==> src/rtl/store_aligner.sv <==
// rtl/store_aligner.sv - store engine splitting byte/half/word stores into aligned write beats
// Misaligned stores that cross a word boundary are issued as two consecutive beats.
module store_aligner #(
   parameter int ADDR_W = 32
) (
   input  logic              clk,
   input  logic              rst_n,
   input  logic              halt,
   input  logic              in_valid,
   output logic              in_ready,
   input  logic [4:0]        opcode,
   input  logic [ADDR_W-1:0] addr,
   input  logic [31:0]       data,
   output logic              mem_req,
   input  logic              mem_ready,
   output logic [ADDR_W-1:0] mem_addr,
   output logic [31:0]       mem_wdata,
   output logic [3:0]        mem_be,
   output logic              store_done,
   output logic              misaligned
);

   typedef enum logic [1:0] {IDLE, BEAT0, BEAT1} state_t;

   state_t      state;
   logic [31:0] data_q;
   logic [1:0]  off_q;
   logic [3:0]  mask_q;

   logic        is_word, is_half, is_byte, is_store, split;
   logic [1:0]  off;
   logic [3:0]  mask, be0, be1;
   logic [2:0]  rshift;
   logic [31:0] wdata0, wdata1;

   assign off      = addr[1:0];
   assign is_word  = (opcode >= 5'd3) && (opcode <= 5'd5);
   assign is_half  = (opcode >= 5'd6) && (opcode <= 5'd8);
   assign is_byte  = (opcode >= 5'd9) && (opcode <= 5'd11);
   assign is_store = is_word || is_half || is_byte;
   assign mask     = is_word ? 4'b1111 : (is_half ? 4'b0011 : 4'b0001);
   assign split    = (is_word && off != 2'd0) || (is_half && off == 2'd3);
   assign be0      = mask << off;
   assign wdata0   = data << {off, 3'b000};

   // Second beat carries the bytes that spilled past lane 3 of the first word.
   assign rshift   = 3'd4 - {1'b0, off_q};
   assign be1      = mask_q >> rshift;
   assign wdata1   = data_q >> {rshift, 3'b000};

   always_ff @(posedge clk or negedge rst_n) begin
      if (!rst_n) begin
         state      <= IDLE;
         in_ready   <= 1'b1;
         mem_req    <= 1'b0;
         mem_addr   <= '0;
         mem_wdata  <= '0;
         mem_be     <= '0;
         store_done <= 1'b0;
         misaligned <= 1'b0;
         data_q     <= '0;
         off_q      <= '0;
         mask_q     <= '0;
      end else if (!halt) begin
         store_done <= 1'b0;
         case (state)
            IDLE: begin
               if (in_valid && is_store) begin
                  state      <= BEAT0;
                  in_ready   <= 1'b0;
                  mem_req    <= 1'b1;
                  mem_addr   <= {addr[ADDR_W-1:2], 2'b00};
                  mem_wdata  <= wdata0;
                  mem_be     <= be0;
                  misaligned <= split;
                  data_q     <= data;
                  off_q      <= off;
                  mask_q     <= mask;
               end
            end
            BEAT0, BEAT1: begin
               if (mem_ready) begin
                  if (state == BEAT0 && misaligned) begin
                     state     <= BEAT1;
                     mem_addr  <= mem_addr + ADDR_W'(4);
                     mem_wdata <= wdata1;
                     mem_be    <= be1;
                  end else begin
                     state      <= IDLE;
                     in_ready   <= 1'b1;
                     mem_req    <= 1'b0;
                     mem_be     <= 4'b0000;
                     store_done <= 1'b1;
                     misaligned <= 1'b0;
                  end
               end
            end
            default: state <= IDLE;
         endcase
      end
   end

endmodule
==> config.mk <==
export PLATFORM = sky130hd
export DESIGN_NAME = store_aligner
export DESIGN_NICKNAME = d
export VERILOG_FILES = /design/src/rtl/store_aligner.sv
export SDC_FILE = /design/constraint.sdc
export NUM_CORES = 1
export LEC_CHECK = 0
export ABC_AREA = 1
export BUFFER_PORTS_ARGS = -buffer_cell sky130_fd_sc_hd__buf_2
export CORE_MARGIN = 3
export CORE_UTILIZATION = 50
export DETAILED_ROUTE_END_ITERATION = 6
export MAX_ROUTING_LAYER = met4
export PLACE_DENSITY_LB_ADDON = 0.3
export REMOVE_ABC_BUFFERS = 1
export SKIP_LAST_GASP = 1
export SLEW_MARGIN = 40
export SYNTH_ARGS = -nofsm -noshare
export SYNTH_HDL_FRONTEND = slang
export SYNTH_SLANG_ARGS = --single-unit
export TNS_END_PERCENT = 30
==> constraint.sdc <==
create_clock -name clk -period 3.5 [get_ports clk]
set_input_delay 0 -clock clk [delete_from_list [all_inputs] [get_ports clk]]
set_output_delay 0 -clock clk [all_outputs]
set_load 0.02 [all_outputs]
==> results.txt, run 1 <==
HPWL Detailed: 14.1 mm
Commonest non-fill, non-tap cell in the layout: nand2_1
Final Total Pwr: 6.89 mW
Clock power share: 15.6%
Share of post-route cells with drive strength above 1: 17.2%
Final WS setup: 0.935 ns
Ant. Diodes: 0
Fin crit period: 2.57 ns
Sw Pwr: 3.39 mW
GRT Resource Usage Total: 28.1%
RSZ-0062 raised after global routing: no
Yosys cell types: 41
CTS tree: built
Most frequent cells in the layout: nand2_1, buf_2, dfrtp_1
Final Hold Viols: 0
Slew @ Worst Pin: 0.878 ns
Clock-pin transition on the worst setup and hold timing paths: 0.07 ns
Post-Route WL: 21.4 mm
Post-synth EDFFs: 0
Clk root buf: clkbuf_16
Synth async-reset ratio: 100%
Crit Path Category: reg2reg
Hold crit path type: in2reg
Net Sw Frac: 49.2%
Die H: 124 µm
Worst Clk Skew: 0.00532 ns
Fillcell total: 1,237
Worst VDD drop: 0.000531 V
Register area share after synthesis: 38.9%
Synth Flop Type: dfrtp_1
Cts repair resizes: 0
First-pass GRT wire length: 35.1 mm
Nets: 1,264
Post-Syn Instances: 1,025
Postcts setup bufs: 0
Largest net degree at the start of global routing: 65
WP data arrival: 2.86 ns
FF-to-FF Start: state[0]$_DFFE_PN0P_
Drt initial violations: 789
Via count: 7,532
Crit start category: flop
# rows: 42
Design area: 8540 µm²
Total gr overflow: 0
Final Max Slew Viols: 0
Mapped Area: 7020 µm²
Hold Buf Count CTS: 52
H-tree depth: 3
Flop pwr share: 33.4%
Ports: 146
DP Worst Slack: 0.981 ns
Initial cell density of the core: 52.0%
#FFs+latches synth: 109
# DRC: 0
Finished Layout Cells: 1,367
Outcome: finished clean
Worst-path fanout max: 47
Dpl cells: 1,299
Synth Area per Inst: 6.85 µm²
Die width: 124 µm
Slew Limit Headroom: 41.2%
Worst Setup End Kind: flop
Syn-to-layout area delta: 21.7%
PwrDens: 807 nW/µm²
HP Start: addr[14]
Reg2reg path depth: 10
Routability congestion estimate: 0.973
Worst path required time: 3.79 ns
Number of global-route vias before repair: 7,093
Core area: 13,500 µm²
Num CTS Buffers: 9
Worst skew pair latency: 0.36 ns
Drt wl/cell: 15.7 µm
Leak: 4.42 nW
Synth Warn #: 0
Die area: 15,500 µm²
Antenna violations before repair: 0
Reg-to-Reg End: mem_wdata[26]$_DFFE_PN0P_
CTS Sinks: 109
Max-Cap Viols: 0
Worst Setup SP: state[0]$_DFFE_PN0P_
Period utilisation layout: 73.3%
Via-to-Cell Ratio: 5.51
Hold EP: mem_addr[14]$_DFFE_PN0P_
R2R Setup Slk: 0.93 ns
Setup TNS: 0 ns
Fmax: 0.390 GHz
DRT Pass-1 Iters: 5
Area after DPL: 7710 µm²
Cell internal pwr: 3.50 mW
Combinational share of power: 51.0%
WHS Path Cells: 5
Setup violators final: 0
IO buf count: 143
CTS Buffer Depth: 2
Antenna-violating nets left: 0
## worst max-delay path by stage
stage	end	slack, ns	cells past startpoint
final	mem_wdata[26]$_DFFE_PN0P_	0.93	10
after global routing	mem_addr[15]$_DFFE_PN0P_	0.74	7
after CTS	mem_wdata[6]$_DFFE_PN0P_	0.98	7
after detailed placement	mem_wdata[31]$_DFFE_PN0P_	0.98	7
after global placement	mem_wdata[2]$_DFFE_PN0P_	1.05	7
after floorplan	mem_addr[10]$_DFFE_PN0P_	0.30	6
## power groups by stage
stage                     clock, mW  combinational (mW)  sequential [mW]
after floorplan                   0                1.90             2.59
after detailed placement          0                3.44             2.30
after CTS                      1.08                3.49             2.28
after global routing           1.13                3.89             2.38
final                          1.08                3.52             2.30
after global placement            0                3.36             2.29
## cell families (layout without fill, tap and decap cells)
group | count (synthesis) | after routing | synth area share [%]
compound gates | 140 | 140 | 12.1
xor+xnor | 4 | 4 | 0.499
fa+ha+maj | 4 | 4 | 0.713
buf+inv | 122 | 287 | 8.35
flops | 109 | 109 | 38.9
other cells | 1 | 2 | 0.0534
simple gates | 645 | 645 | 39.4
## synth_stat cells, types with 14 or more instances
library cell,count,share of area (%)
a21oi_1,14,1.0
buf_2,18,1.3
clkbuf_1,22,1.2
dfrtp_1,108,39
inv_1,60,3.2
nand2_1,454,24
nand3_1,54,3.9
nand4_1,45,4.0
nor2_1,52,2.8
o211ai_1,19,2.0
o21ai_0,77,5.5
o221ai_1,16,2.0
## cell type report
class | count | area, µm² | area share (%)
well taps | 176 | 220 | 2.58
flip-flops and latches | 109 | 2730 | 32.0
multi-input cells | 795 | 3720 | 43.5
repair buffers | 206 | 1330 | 15.5
clock buffers | 14 | 264 | 3.09
clock inverters | 2 | 38.8 | 0.454
inverters | 65 | 244 | 2.86
## layer usage
layer	global-route usage, %	up-vias	part of all wire [%]
li1	-	3673	-
met1	36.8	3491	44
met2	45.3	321	47
met3	3.64	47	6.8
met4	9.86	0	2.3
met5	-	-	0
## registers in the layout (all words and copies together) (netlist names)
| register | flops |
|---|---|
| state | 2 |
| mem_be | 4 |
| mask_q | 3 |
| in_ready | 1 |
| data_q | 32 |
| mem_req | 1 |
| store_done | 1 |
| mem_addr | 30 |
| off_q | 2 |
| mem_wdata | 32 |
| misaligned | 1 |
## per-stage QoR
step                util [%]  hold WS [ns]
floorplan                  -        -0.296
global placement        57.0         0.144
detailed placement      57.1         0.150
CTS                     63.2       0.00579
global route            63.2        0.0257
finish                  63.2       0.00611
## critical path: stages, from the launching register on
cell,delay (ns)
dfrtp_1,0.35
inv_1,0.06
ha_1,0.37
inv_1,0.13
buf_4,0.48
nand2_1,0.35
inv_1,0.27
nand2_1,0.09
o211ai_1,0.13
nand4_1,0.12
nand2_1,0.10
Note: power is estimated with default switching activity, not from simulation.
==> run 2: changes to the inputs <==
Clock period 3.5 ns to 2.6 ns, I/O delays scaled along.
==> results.txt, run 2 (synthesis results as in run 1) <==
Die H: 124 µm
Hold crit path type: in2reg
HP Start: addr[22]
Core area: 13,500 µm²
Share of post-route cells with drive strength above 1: 17.8%
Nets: 1,272
CP max-delay cell: buf_4
Hold EP: mem_addr[22]$_DFFE_PN0P_
Final Max Slew Viols: 0
Reg2reg path depth: 9
Slew Limit Headroom: 50.1%
WHS Path Cells: 5
CP most frequent cell: nand2_1
Hold_ws: 0.00552 ns
Number of global-route vias before repair: 7,382
Cts repair resizes: 0
Met2 GRT Util: 47.8%
# DRC: 0
PwrDens: 1090 nW/µm²
Via count: 7,601
Crit Path Category: reg2reg
Die area: 15,500 µm²
Ports: 146
Worst Clk Skew: 0.00811 ns
Final core utilization: 64.0%
Postcts setup bufs: 0
Die width: 124 µm
Largest stage delay, worst path: 0.42 ns
CTS Sinks: 109
Worst path required time: 2.86 ns
Initial cell density of the core: 52.0%
Via-to-Cell Ratio: 5.53
Period utilisation layout: 87.7%
Max-Cap Viols: 0
GR peak layer: met2
Critical path, cell by cell: inv_1 -> ha_1 -> o21ai_2 -> nand2_1 -> nand2_4 -> buf_4 -> nand2_1 -> nand2_1 -> nand2_1
WP data arrival: 2.54 ns
Setup violators final: 0
Most frequent cells in the layout: nand2_1, buf_2, dfrtp_1
Outcome: finished clean
Worst-path fanout max: 46
Clock-pin transition on the worst setup and hold timing paths: 0.08 ns
Fmax: 0.438 GHz
Total gr overflow: 0
Met3 usage: 5.45%
Reg-to-Reg End: mem_be[2]$_DFFE_PN0P_
Ant. Diodes: 0
H-tree depth: 3
Crit start category: flop
Final Hold Viols: 0
Antenna violations before repair: 0
Clk root buf: clkbuf_16
CTS Buffer Depth: 2
R2R Setup Slk: 0.32 ns
Drt wl/cell: 15.9 µm
Leak: 4.48 nW
Largest net degree at the start of global routing: 64
Slew @ Worst Pin: 0.748 ns
Num CTS Buffers: 9
Commonest non-fill, non-tap cell in the layout: nand2_1
RSZ-0062 raised after global routing: no
Post-Route WL: 21.8 mm
Drt initial violations: 788
Biggest regs: data_q: 32 flops, mem_wdata: 32 flops, mem_addr: 30 flops
Fin crit period: 2.28 ns
Routability congestion estimate: 1.01
Worst VDD drop: 0.000762 V
# rows: 42
HPWL Detailed: 14.4 mm
GRT Resource Usage Total: 29.1%
First-pass GRT wire length: 36.5 mm
Worst skew pair latency: 0.36 ns
DRT Pass-1 Iters: 6
Grt met1 use: 36.4%
Worst Setup End Kind: flop
IO buf count: 143
FF-to-FF Start: state[0]$_DFFE_PN0P_
CTS tree: built
Antenna-violating nets left: 0
Syn-to-layout area delta: 23.3%
[run 2: worst max-delay path: cells and delay by family (launching register included)]
family                   cells  cell delay [ns]
AO/OA/AOI/OAI                1             0.24
AND/OR/NAND/NOR              5             0.70
buffers and inverters        2             0.48
adder cells (fa/ha/maj)      1             0.39
flip-flops                   1             0.35
[run 2: power by group]
| part | internal (mW) | switching (mW) |
|---|---|---|
| combinational | 1.55 | 3.27 |
| clock | 0.856 | 0.668 |
| sequential | 2.42 | 0.681 |
| total | 4.82 | 4.62 |
[run 2: area by class of cell]
cell class,instances,area (µm²)
well taps,176,220
multi-input cells,795,3710
clock inverters,6,93.8
inverters,65,244
repair buffers,214,1420
clock buffers,10,229
fillers,1191,4860
flip-flops and latches,109,2730
[run 2: repair_timing]
action                     CTS  global route
hold endpoints to repair   106             0
setup endpoints to repair    0             0
hold buffers                54             0
[run 2: metrics by stage]
step	setup TNS, ns	power (mW)	area (µm²)	setup slack (ns)	instances
global route	0	10.2	8650	0.136	1375
floorplan	-37.09	6.05	6680	-0.600	969
global placement	0	7.71	7780	0.456	1305
finish	0	9.44	8650	0.319	1375
CTS	0	9.43	8650	0.318	1375
detailed placement	0	7.81	7780	0.324	1305
[run 2: layer usage]
metal	routed length (µm)	part of all wire, %	vias up
met1	9320	43	3520
met3	1500	6.9	51
met2	10400	48	345
li1	-	-	3685
met4	577	2.6	0
met5	0	0	-
[run 2: worst max path at each step]
stage               cells after the start  slack [ns]                       end            startpoint
global placement                        9        0.46     mem_be[0]$_DFFE_PN0P_  state[0]$_DFFE_PN0P_
floorplan                               6       -0.60  mem_addr[10]$_DFFE_PN0P_  state[0]$_DFFE_PN0P_
CTS                                     9        0.32     mem_be[2]$_DFFE_PN0P_  state[0]$_DFFE_PN0P_
finish                                  9        0.32     mem_be[2]$_DFFE_PN0P_  state[0]$_DFFE_PN0P_
detailed placement                      9        0.32     mem_be[2]$_DFFE_PN0P_  state[0]$_DFFE_PN0P_
global route                            9        0.14     mem_be[0]$_DFFE_PN0P_  state[0]$_DFFE_PN0P_
==> run 3: changes to the inputs <==
--- a/config.mk
+++ b/config.mk
@@ -16,3 +16,2 @@
 export SKIP_LAST_GASP = 1
-export SLEW_MARGIN = 40
 export SYNTH_ARGS = -nofsm -noshare
==> constraint.sdc (replaced) <==
create_clock -name clk -period 2.6 [get_ports clk]
set_input_delay 0.52 -clock clk [delete_from_list [all_inputs] [get_ports clk]]
set_output_delay 0.52 -clock clk [all_outputs]
set_load 0.02 [all_outputs]
==> results.txt, run 3 (synthesis results as in run 1) <==
Die width: 124 µm
R2R Setup Slk: 0.40 ns
Clock-pin transition on the worst setup and hold timing paths: 0.07 ns
Num CTS Buffers: 9
PwrDens: 1130 nW/µm²
Multi-input gate area: 3710 µm²
Fillcell total: 1,303
Drt initial violations: 725
Worst VDD drop: 0.000645 V
Reg-to-Reg End: mem_addr[27]$_DFFE_PN0P_
Combinational share of power: 51.6%
Initial cell density of the core: 52.0%
Ports: 146
Worst Clk Skew: 0.00954 ns
First-pass GRT wire length: 34.9 mm
CTS Buffer Depth: 2
WP data arrival: 2.44 ns
Total gr overflow: 0
Setup violators final: 0
# rows: 42
Worst Setup End Kind: flop
CTS Sinks: 109
Worst-path fanout max: 32
Final Hold Viols: 0
GRT Resource Usage Total: 28.0%
Biggest regs: data_q: 32 flops, mem_wdata: 32 flops, mem_addr: 30 flops
Period utilisation layout: 84.5%
H-tree depth: 3
Final Total Pwr: 9.20 mW
Worst Setup SP: state[0]$_DFFE_PN0P_
Share of post-route cells with drive strength above 1: 19.1%
Leak: 4.27 nW
Sw Pwr: 4.55 mW
Hold Buf Count CTS: 0
Clock power share: 15.0%
HPWL Detailed: 14.6 mm
Crit Path Category: reg2reg
Final Max Slew Viols: 0
Final core utilization: 60.1%
Largest net degree at the start of global routing: 48
Worst skew pair latency: 0.36 ns
Post-Route WL: 20.9 mm
Net Sw Frac: 49.4%
Commonest non-fill, non-tap cell in the layout: nand2_1
Slew @ Worst Pin: 0.642 ns
Slew Limit Headroom: 57.2%
RSZ-0062 raised after global routing: no
Core area: 13,500 µm²
Most frequent cells in the layout: nand2_1, buf_2, dfrtp_1
Max-Cap Viols: 0
Via-to-Cell Ratio: 5.57
Antenna violations before repair: 0
Nets: 1,224
Hold crit path type: in2async
Clk root buf: clkbuf_16
Worst path required time: 2.84 ns
Syn-to-layout area delta: 15.6%
Number of global-route vias before repair: 7,101
Fmax: 0.455 GHz
Cts repair resizes: 0
Fin crit period: 2.20 ns
Setup TNS: 0 ns
Drt wl/cell: 15.8 µm
Cell internal pwr: 4.65 mW
Storage element area: 2730 µm²
Ant. Diodes: 0
DRT Pass-1 Iters: 6
Routability congestion estimate: 1.01
Crit start category: flop
FF-to-FF Start: state[0]$_DFFE_PN0P_
IO buf count: 143
Via count: 7,396
Outcome: finished clean
Postcts setup bufs: 0
Die area: 15,500 µm²
Flop pwr share: 33.5%
CTS tree: built
Die H: 124 µm
Antenna-violating nets left: 0
Reg2reg path depth: 9
# DRC: 0
-- run 3: critical path: stages (launching register included) --
cell and delay, ns:
dfrtp_1 0.37, inv_1 0.07, ha_1 0.40, o21ai_2 0.24, nand2_1 0.18, nand2_4 0.29, nand3_4 0.10, buf_4 0.26
nand2_1 0.11, nand2_1 0.06
-- run 3: power by group through the flow --
| stage | Combinational, mW | Clock [mW] | Sequential, mW |
|---|---|---|---|
| final | 4.75 | 1.38 | 3.08 |
| after global routing | 5.32 | 1.48 | 3.18 |
| after CTS | 4.74 | 1.41 | 3.07 |
| after detailed placement | 4.72 | 0 | 3.08 |
| after global placement | 4.63 | 0 | 3.07 |
| after floorplan | 2.56 | 0 | 3.49 |
-- run 3: how the worst max path moves through the flow --
stage | slack (ns) | end
3_5_place_dp | 0.35 | data_q[24]$_DFFE_PN0P_
5_1_grt | 0.21 | mem_wdata[7]$_DFFE_PN0P_
6_report | 0.40 | mem_addr[27]$_DFFE_PN0P_
3_3_place_gp | 0.46 | data_q[24]$_DFFE_PN0P_
4_1_cts | 0.42 | mem_addr[27]$_DFFE_PN0P_
2_1_floorplan | -0.60 | mem_addr[10]$_DFFE_PN0P_
-- run 3: layer usage --
metal  vias up  track usage, %  routed length (µm)
met2       353            44.9                9950
met5         -               -                   0
li1       3595               -                   -
met3        59            5.92                1600
met1      3389            35.2                8680
met4         0            10.1                 680
-- run 3: final cells by class --
cell class	count	area share, %
inverters	65	3.01
flip-flops and latches	109	33.6
repair buffers	166	11.3
well taps	176	2.71
clock inverters	4	0.339
clock buffers	12	3.29
multi-input cells	795	45.7
-- run 3: through the flow --
stage	instance area (µm²)	worst slack, ns	std cells	hold slack, ns
finish	8110	0.402	1327	0.178
global route	8110	0.206	1327	0.212
floorplan	6680	-0.600	969	0.224
CTS	8110	0.415	1327	0.195
detailed placement	7820	0.349	1311	0.438
global placement	7820	0.460	1311	0.434
